<file path="src/rtl/muldiv_unit_pkg.sv">
// Shared definitions for the iterative multiply/divide unit.
// Contents: operation encodings and FSM state encodings.
package muldiv_unit_pkg;

  // Bit 1 selects divide, bit 0 selects unsigned.
  typedef enum logic [1:0] {
    OpMult  = 2'b00,
    OpMultu = 2'b01,
    OpDiv   = 2'b10,
    OpDivu  = 2'b11
  } op_e;

  typedef enum logic [1:0] {
    StIdle = 2'b00,
    StRun  = 2'b01,
    StFix  = 2'b10
  } state_e;

endpackage

</file>
<file path="src/rtl/muldiv_unit_div_step.sv">
// One restoring-division step (combinational).
// Ports:
//   rem          partial remainder, always < divisor when divisor != 0
//   dividend_bit next dividend bit shifted into the remainder
//   divisor      divisor magnitude
//   rem_next     updated partial remainder
//   q_bit        quotient bit produced by this step
module muldiv_unit_div_step #(
  parameter int unsigned WIDTH = 32
) (
  input  logic [WIDTH-1:0] rem,
  input  logic             dividend_bit,
  input  logic [WIDTH-1:0] divisor,
  output logic [WIDTH-1:0] rem_next,
  output logic             q_bit
);

  logic [WIDTH:0] shifted;
  logic [WIDTH:0] diff;

  assign shifted = {rem, dividend_bit};
  assign diff    = shifted - {1'b0, divisor};

  // With rem < divisor, shifted < 2*divisor, so a non-negative difference always
  // fits in WIDTH bits and a negative one always sets the top bit.
  assign q_bit    = ~diff[WIDTH];
  assign rem_next = q_bit ? diff[WIDTH-1:0] : shifted[WIDTH-1:0];

endmodule

</file>
<file path="src/rtl/muldiv_unit.sv">
// Iterative multiply/divide unit with architectural HI/LO registers.
// Ports:
//   clk, rst        clock, synchronous active-low reset
//   start, op       launch request (sampled in idle) and operation select
//   a, b            rs / rt operands
//   hi_we, lo_we    MTHI / MTLO write enables, wdata is the write data
//   busy            operation in flight
//   done            one-cycle pulse, HI/LO hold the new result
//   div_by_zero     pulses with done when a divide had b == 0
//   hi, lo          architectural HI/LO registers
module muldiv_unit
  import muldiv_unit_pkg::*;
#(
  parameter int unsigned WIDTH = 32
) (
  input  logic             clk,
  input  logic             rst,
  input  logic             start,
  input  logic [1:0]       op,
  input  logic [WIDTH-1:0] a,
  input  logic [WIDTH-1:0] b,
  input  logic             hi_we,
  input  logic             lo_we,
  input  logic [WIDTH-1:0] wdata,
  output logic             busy,
  output logic             done,
  output logic             div_by_zero,
  output logic [WIDTH-1:0] hi,
  output logic [WIDTH-1:0] lo
);

  localparam int unsigned     CntW    = $clog2(WIDTH + 1);
  localparam logic [CntW-1:0] CntDone = CntW'(WIDTH);

  state_e             state_q, state_d;
  op_e                op_q;
  logic [2*WIDTH-1:0] acc_q;
  logic [WIDTH-1:0]   mag_b_q;
  logic [WIDTH-1:0]   hi_q, lo_q;
  logic [CntW-1:0]    cnt_q;
  logic               neg_q, rem_neg_q, dz_q;
  logic               done_q, dz_pulse_q;

  // Operand magnitudes and result signs, computed from the live inputs at launch.
  logic             is_signed, is_div, a_neg, b_neg;
  logic [WIDTH-1:0] mag_a, mag_b;

  assign is_signed = ~op[0];
  assign is_div    = op[1];
  assign a_neg     = is_signed & a[WIDTH-1];
  assign b_neg     = is_signed & b[WIDTH-1];
  assign mag_a     = a_neg ? -a : a;
  assign mag_b     = b_neg ? -b : b;

  logic op_is_div;
  assign op_is_div = (op_q == OpDiv) || (op_q == OpDivu);

  // Multiply step: add multiplicand into the upper half when the low bit is set,
  // then shift the whole accumulator right by one.
  logic [WIDTH:0]     mul_sum;
  logic [2*WIDTH-1:0] mul_next;
  assign mul_sum  = {1'b0, acc_q[2*WIDTH-1:WIDTH]} + {1'b0, (acc_q[0] ? mag_b_q : '0)};
  assign mul_next = {mul_sum, acc_q[WIDTH-1:1]};

  // Divide step: remainder in the upper half, dividend shifts out of the top of the
  // lower half while quotient bits shift in at the bottom.
  logic [WIDTH-1:0]   rem_next;
  logic               q_bit;
  logic [2*WIDTH-1:0] div_next;

  muldiv_unit_div_step #(
    .WIDTH(WIDTH)
  ) u_div_step (
    .rem         (acc_q[2*WIDTH-1:WIDTH]),
    .dividend_bit(acc_q[WIDTH-1]),
    .divisor     (mag_b_q),
    .rem_next    (rem_next),
    .q_bit       (q_bit)
  );

  assign div_next = {rem_next, acc_q[WIDTH-2:0], q_bit};

  // Sign fix-up applied on the way into HI/LO.
  logic [2*WIDTH-1:0] prod_fix;
  logic [WIDTH-1:0]   quo_fix, rem_fix;
  assign prod_fix = neg_q ? -acc_q : acc_q;
  assign quo_fix  = neg_q ? -acc_q[WIDTH-1:0] : acc_q[WIDTH-1:0];
  assign rem_fix  = rem_neg_q ? -acc_q[2*WIDTH-1:WIDTH] : acc_q[2*WIDTH-1:WIDTH];

  always_comb begin
    state_d = state_q;
    unique case (state_q)
      StIdle:  if (start) state_d = StRun;
      // One extra RUN cycle after the last iteration gives the 34-cycle latency.
      StRun:   if (cnt_q == CntDone) state_d = StFix;
      StFix:   state_d = StIdle;
      default: state_d = StIdle;
    endcase
  end

  always_ff @(posedge clk) begin
    if (!rst) state_q <= StIdle;
    else      state_q <= state_d;
  end

  always_ff @(posedge clk) begin
    if (!rst) begin
      op_q       <= OpMult;
      acc_q      <= '0;
      mag_b_q    <= '0;
      cnt_q      <= '0;
      neg_q      <= 1'b0;
      rem_neg_q  <= 1'b0;
      dz_q       <= 1'b0;
      hi_q       <= '0;
      lo_q       <= '0;
      done_q     <= 1'b0;
      dz_pulse_q <= 1'b0;
    end else begin
      done_q     <= 1'b0;
      dz_pulse_q <= 1'b0;
      unique case (state_q)
        StIdle: begin
          if (start) begin
            op_q      <= op_e'(op);
            acc_q     <= {{WIDTH{1'b0}}, mag_a};
            mag_b_q   <= mag_b;
            cnt_q     <= '0;
            neg_q     <= a_neg ^ b_neg;
            rem_neg_q <= a_neg;
            dz_q      <= is_div & (b == '0);
          end else begin
            if (hi_we) hi_q <= wdata;
            if (lo_we) lo_q <= wdata;
          end
        end
        StRun: begin
          if (cnt_q != CntDone) begin
            acc_q <= op_is_div ? div_next : mul_next;
            cnt_q <= cnt_q + 1'b1;
          end
        end
        StFix: begin
          done_q     <= 1'b1;
          dz_pulse_q <= dz_q;
          if (!dz_q) begin
            if (op_is_div) begin
              hi_q <= rem_fix;
              lo_q <= quo_fix;
            end else begin
              hi_q <= prod_fix[2*WIDTH-1:WIDTH];
              lo_q <= prod_fix[WIDTH-1:0];
            end
          end
        end
        default: ;
      endcase
    end
  end

  assign busy        = (state_q != StIdle);
  assign done        = done_q;
  assign div_by_zero = dz_pulse_q;
  assign hi          = hi_q;
  assign lo          = lo_q;

endmodule

</file>
<file path="config.mk">
export PLATFORM = sky130hd
export DESIGN_NAME = muldiv_unit
export DESIGN_NICKNAME = d
export VERILOG_FILES = /design/src/rtl/muldiv_unit_pkg.sv /design/src/rtl/muldiv_unit_div_step.sv /design/src/rtl/muldiv_unit.sv
export SDC_FILE = /design/constraint.sdc
export NUM_CORES = 1
export LEC_CHECK = 0
export BUFFER_PORTS_ARGS = -buffer_cell sky130_fd_sc_hd__buf_2
export CORE_MARGIN = 1.5
export CORE_UTILIZATION = 30
export DETAILED_ROUTE_END_ITERATION = 8
export GPL_TIMING_DRIVEN = 0
export MAX_ROUTING_LAYER = met4
export PLACE_DENSITY_LB_ADDON = 0.1
export SYNTH_ARGS = -nofsm -noshare
export SYNTH_HDL_FRONTEND = slang
export SYNTH_SLANG_ARGS = --single-unit
</file>
<file path="constraint.sdc">
create_clock -name clk -period 4.6 [get_ports clk]
set_input_delay 0.23 -clock clk [delete_from_list [all_inputs] [get_ports clk]]
set_output_delay 0.23 -clock clk [all_outputs]
set_load 0.01 [all_outputs]
</file>
# After elaboration in Yosys (flattened, before gate mapping)

Index checks and enable logic that the tools add are counted.

Flip-flop bits (word level): 175
Bits in latches: 0
Bits in writable memories: 0
ROM bits: 0
Input bits: 103
Word-level logic and storage cells: 79
Memories: 0

Add/sub/neg operators: 8
Multiply operators: 0
Divide/modulo/power cells: 0
Order comparisons: 0
Equality and inequality tests: 13
Shift-type cells: 0
Mux-type cells: 28
Bitwise logic cells: 6
Reduce and logical (&&, ||, !) cells: 12

Operators with widths:

| cell                  | count |
|---|---|
| $mux W32              | 14 |
| $mux W64              | 4 |
| $neg A32 Y32          | 4 |
| $pmux W32 S2          | 2 |
| $pmux W64 S2          | 1 |
| $neg A64 Y64          | 1 |
| $add A32 B32 Y33      | 1 |
| $sub A33 B32 Y33      | 1 |
| $logic_not A32 Y1     | 1 |
| $ne A2 B2 Y1 const B  | 7 |
| $mux W6               | 2 |
| $pmux W6 S2           | 1 |
| $reduce_and A4 Y1     | 2 |
| $add A6 B1 Y6 const B | 1 |
| $eq A2 B2 Y1 const B  | 3 |
| $eq A6 B6 Y1 const B  | 1 |
| $ne A6 B6 Y1 const B  | 1 |
| $reduce_and A2 Y1     | 3 |
| $reduce_bool A2 Y1    | 3 |
| $mux W2               | 2 |
| $pmux W2 S2           | 1 |
| $and A1 B1 Y1         | 3 |
| $reduce_and A3 Y1     | 1 |
| $eq A2 B1 Y1 const B  | 1 |
| 5 further kinds       | 6 |

# Longest topological paths before layout

Depth in word-level cells: 5
Depth in mapped cells: 14

# Hierarchy

From an unflattened synthesis, not the netlist that was laid out.

Cells, all modules: 1939
Area, all modules: 14737.9 um2

Modules (own cells, without submodules):

| module               | times used | cells each | area an instance (um2) | seq. area each (um2) |
|---|---|---|---|---|
| muldiv_unit          | 1          | 1634       | 12379.4                | 3483.3 |
| muldiv_unit_div_step | 1          | 305        | 2358.5                 | 0.0 |

# Worst setup path before layout

No wires, ideal clock.

Kind: flip-flop to flip-flop
Start: register acc_q[32]
End: register acc_q[57]
Library setup time: 133 ps
Arrival: 3064 ps
Setup slack: 1403 ps
Cell stages (with the launch flop): 14
Period minus slack after synthesis: 3197 ps
Cell sequence: dfxtp_1 clkbuf_1 inv_1 fa_1 nor2b_1 o2111ai_1 a31oi_1 o2111a_1 or4b_1 and4_1 clkbuf_1 buf_2 mux2i_1 o211ai_1

Word-level cells in the longest chain between the ends: 5
Elaborated cells on any way between the ends: 6
Classes of those cells: 2 x add/sub; 4 x mux

Ends and longest elaborated chain:

| item                   | line                       | RTL |
|---|---|---|
| start, declared        | muldiv_unit.sv:37          | `logic [2*WIDTH-1:0] acc_q;` |
| start signal, assigned | muldiv_unit.sv:126         | `acc_q <= {{WIDTH{1'b0}}, mag_a};` |
| start signal, assigned | muldiv_unit.sv:139         | `acc_q <= op_is_div ? div_next : mul_next;` |
| $sub A33 B32 Y33       | muldiv_unit_div_step.sv:22 | `assign diff = shifted - {1'b0, divisor};` |
| $mux W32               | muldiv_unit_div_step.sv:27 | `assign rem_next = q_bit ? diff[WIDTH-1:0] : shifted[WIDTH-1:0];` |
| $mux W64 *             | muldiv_unit.sv:139         |  |
| $mux W64 *             | muldiv_unit.sv:138         | `if (cnt_q != CntDone) begin` |
| $pmux W64 S2 *         | muldiv_unit.sv:122         | `unique case (state_q)` |

Mark *: on every way between the ends. The rest lies on a longest branch, timed or not. The select of a mux whose other input is x is not followed.
A chain may end at the register's enable or synchronous reset.

# Final worst setup path

Start: register acc_q[0]
End: register hi_q[6], in the netlist hi[6]

Word-level cells in the longest chain between the ends: 5

Ends and longest elaborated chain:

| item                 | line               | RTL |
|---|---|---|
| $neg A64 Y64         | muldiv_unit.sv:86  | `assign prod_fix = neg_q ? -acc_q : acc_q;` |
| $mux W64             | muldiv_unit.sv:86  |  |
| $mux W32             | muldiv_unit.sv:147 | `if (op_is_div) begin` |
| $mux W32             | muldiv_unit.sv:146 | `if (!dz_q) begin` |
| $pmux W32 S2         | muldiv_unit.sv:122 |  |
| end signal, assigned | muldiv_unit.sv:133 | `if (hi_we) hi_q <= wdata;` |
| end signal, assigned | muldiv_unit.sv:148 | `hi_q <= rem_fix;` |
| end signal, assigned | muldiv_unit.sv:151 | `hi_q <= prod_fix[2*WIDTH-1:WIDTH];` |
| end, declared        | muldiv_unit.sv:39  | `logic [WIDTH-1:0] hi_q, lo_q;` |

No other way between the ends. The select of a mux whose other input is x is not followed.

==> out/qor.csv <==
metric;value;unit
worst-path-max-fanout;10;
r2r_slack;0.35;ns
drt_pass1_iterations;5;
start_util;0.303;
insertion_delay;0.48;ns
dp.cells;2737;
area_growth_syn_to_layout;15.6;%
crit_type;flop to flop;
synth_edf_count;0;
cts_made_buffers;17;
yosys_warnings;0;
grt_pass1_wl;91.6;mm
slowest_stage;buf_1;
drtIter0Drc;1120;
place_hpwl;48.7;mm
async_reset_ff_frac;0;
dieArea;49300;µm²
finalSetupViolCount;0;
switchingPower;1.71;mW
ant_nets;0;
cts_htree_levels;4;
clockRootBuffer;clkbuf_16;
r2r_end;hi[6];
pwr-share-clk;0.348;
powerDensity;279;nW/µm²
finalPower;4.63;mW
maxCapViolCount;0;
fmax;235;MHz
rr_startpoint;acc_q[0];
synth_area_per_cell;7.37;µm²
avgRoutedWirePerCell;21.6;µm
fin_nets;2315;
synth_seq_cells;174;
pre_cts_ws;-0.126;ns
core;47500;µm²
synth.area.top_cells;dfxtp_1, ha_1, xor2_1;
p_comb_frac;0.283;
yosys.area_share.simple;0.217;
fin_cells;2769;
synth_top_area_share;0.242;
muxShareOfSynthArea;0.0329;
setup_ws;0.351;ns
hold_buffers;0;
p_sw_frac;0.370;
cp.required;4.94;ns
drc;0;
synthDistinctLibCells;81;
gp_congestion;0.918;
synthXorXnorAreaFrac;0.103;
hp-class;input port to flop;
dr_total_vias;15100;
hold_viol_final;0;
vias_per_cell;5.47;
cpPeakStageDelay;0.65;ns
sequentialPowerShare;0.369;
max_slew_margin;0.184;
dieHeight;222;µm
die_x;222;µm
reg2reg_depth;11;
grt_setup_unrepaired;no;
status;finished clean;
slew_violations;0;
hold_end;hi[8];
grtUsageTotal;0.249;
crit_buf_inv;3;
synth_adder_area_share;0.0636;
std_cell_rows;80;
placed_area;16000;µm²
finalClockSkew;0.0209;ns
cts_tree;built;
io_pins;170;
period_share;0.924;
layout_commonest_cell;nand2_1;
cpMostUsedCell;a21oi_1;
critPathTopFamily;buffers and inverters;
cts_max_path_buffers;2;
clkTransAtPathRegs;0.08;ns
synth_compound_area_frac;0.289;
synth_top_family_by_area;compound AO/OA/AOI/OAI gates;
synth_ff_type;dfxtp_1;
grt_pass1_vias;14900;
numClockSinks;174;
cp-end-kind;flop;
post-route-util;0.350;
syn_inst;1953;
gr-total-overflow;0;
ys_seq_area_frac;0.242;
internal-power;2.92;mW
grt_max_degree;18;
io_buffers;169;
power.leakage;7.10;nW
syn_area;14400;µm²
period_needed;4.25;ns
drive_gt1_frac;0.107;
crit_chain;inv_1 -> buf_1 -> ha_1 -> or3b_2 -> nor2_1 -> nand3_1 -> o31ai_4 -> buf_2 -> a21oi_1 -> o21ai_0 -> a21oi_1;
vdd_ir_drop_max;0.273;mV
final_cell_mix;nand2_1, nor2_1, dfxtp_1;
hold_start;wdata[8];
cp.arrival;4.59;ns
antenna_found_initial;2;
holdPathStages;3;
final_area;16600;µm²
startpoint_type;flop;
worstMarginPinSlew;1.21;ns
drt-total-wl;59.9;mm
synth.largest_area_cell;dfxtp_1;
syn-num-nets;2128;
-- layer usage --
| layer | GRT usage | wire [µm] |
|---|---|---|
| met5 | - | 0 |
| met4 | 0.0773 | 1660 |
| met3 | 0.0319 | 2730 |
| met2 | 0.411 | 27900 |
| met1 | 0.317 | 27600 |
-- state kept, by name, summed over array words and instances (netlist names), 2 cells and up --
name,flops
acc_q,64
cnt_q,6
hi,32
lo,32
mag_b_q,32
state_q,2
-- final cells by class --
class	count	area (µm²)
Clock buffer	19	453
Tap cell	615	769
Sequential cell	174	3480
Inverter	69	259
Antenna cell	1	2.50
Clock inverter	13	173
Fill cell	5220	30900
Multi-Input combinational cell	1583	10100
Timing Repair Buffer	169	846
Buffer	126	495
-- power groups by stage --
stage	combinational, mW	clock, mW	sequential [mW]
6_report	1.31	1.61	1.71
5_1_grt	1.45	1.70	1.72
4_1_cts	1.31	1.64	1.71
3_5_place_dp	1.30	0	1.74
3_3_place_gp	1.30	0	1.74
2_1_floorplan	0.840	0	1.71
-- worst max-delay path by stage --
stage	from	to	slack [ns]	cells after the start
CTS	acc_q[32]	acc_q[39]	0.02	12
floorplan	acc_q[32]	acc_q[57]	1.40	13
finish	acc_q[0]	hi[6]	0.35	11
global placement	acc_q[32]	acc_q[61]	-0.14	13
global route	acc_q[0]	hi[8]	0.08	12
detailed placement	acc_q[32]	acc_q[39]	-0.13	13
-- kinds of logic (layout without fill, tap and decap cells) --
| family | Yosys count | in the layout |
|---|---|---|
| compound gates | 630 | 630 |
| xor+xnor | 169 | 169 |
| fa+ha+maj | 72 | 72 |
| buf+inv | 196 | 396 |
| flops | 174 | 174 |
| mux | 47 | 47 |
| other cells | 0 | 1 |
| simple gates | 665 | 665 |
-- tightest hold or removal path: cells and delay by family --
kind	cells	cell delay, ns
buffers and inverters	1	0.09
AO/OA/AOI/OAI	2	0.17
-- through the flow --
step           hold slack (ns)  setup TNS, ns
2_1_floorplan            0.360              0
4_1_cts                 0.0499              0
5_1_grt                 0.0637              0
3_3_place_gp             0.444         -0.453
3_5_place_dp             0.441         -0.394
6_report                0.0662              0
-- synthesized netlist by cell type, types with 33 or more instances --
cell type / count
o211ai_1: 49
nor2_1: 175
nor3_1: 45
xor2_1: 97
nand2_1: 222
mux2i_1: 45
inv_1: 69
ha_1: 70
a211oi_1: 33
clkbuf_1: 99
o21ai_0: 146
o211a_1: 36
dfxtp_1: 174
a21oi_1: 158
xnor2_1: 72
nand3_1: 54
nor2b_1: 38
-- what timing repair did --
| item | in CTS | in global routing |
|---|---|---|
| endpoints found under the setup margin | 7 | 9 |
| endpoints found under the hold margin | 0 | 0 |
| setup buffers | 0 | 0 |
| gates resized for setup | 0 | 2 |
(Power assumes the default switching activity.)
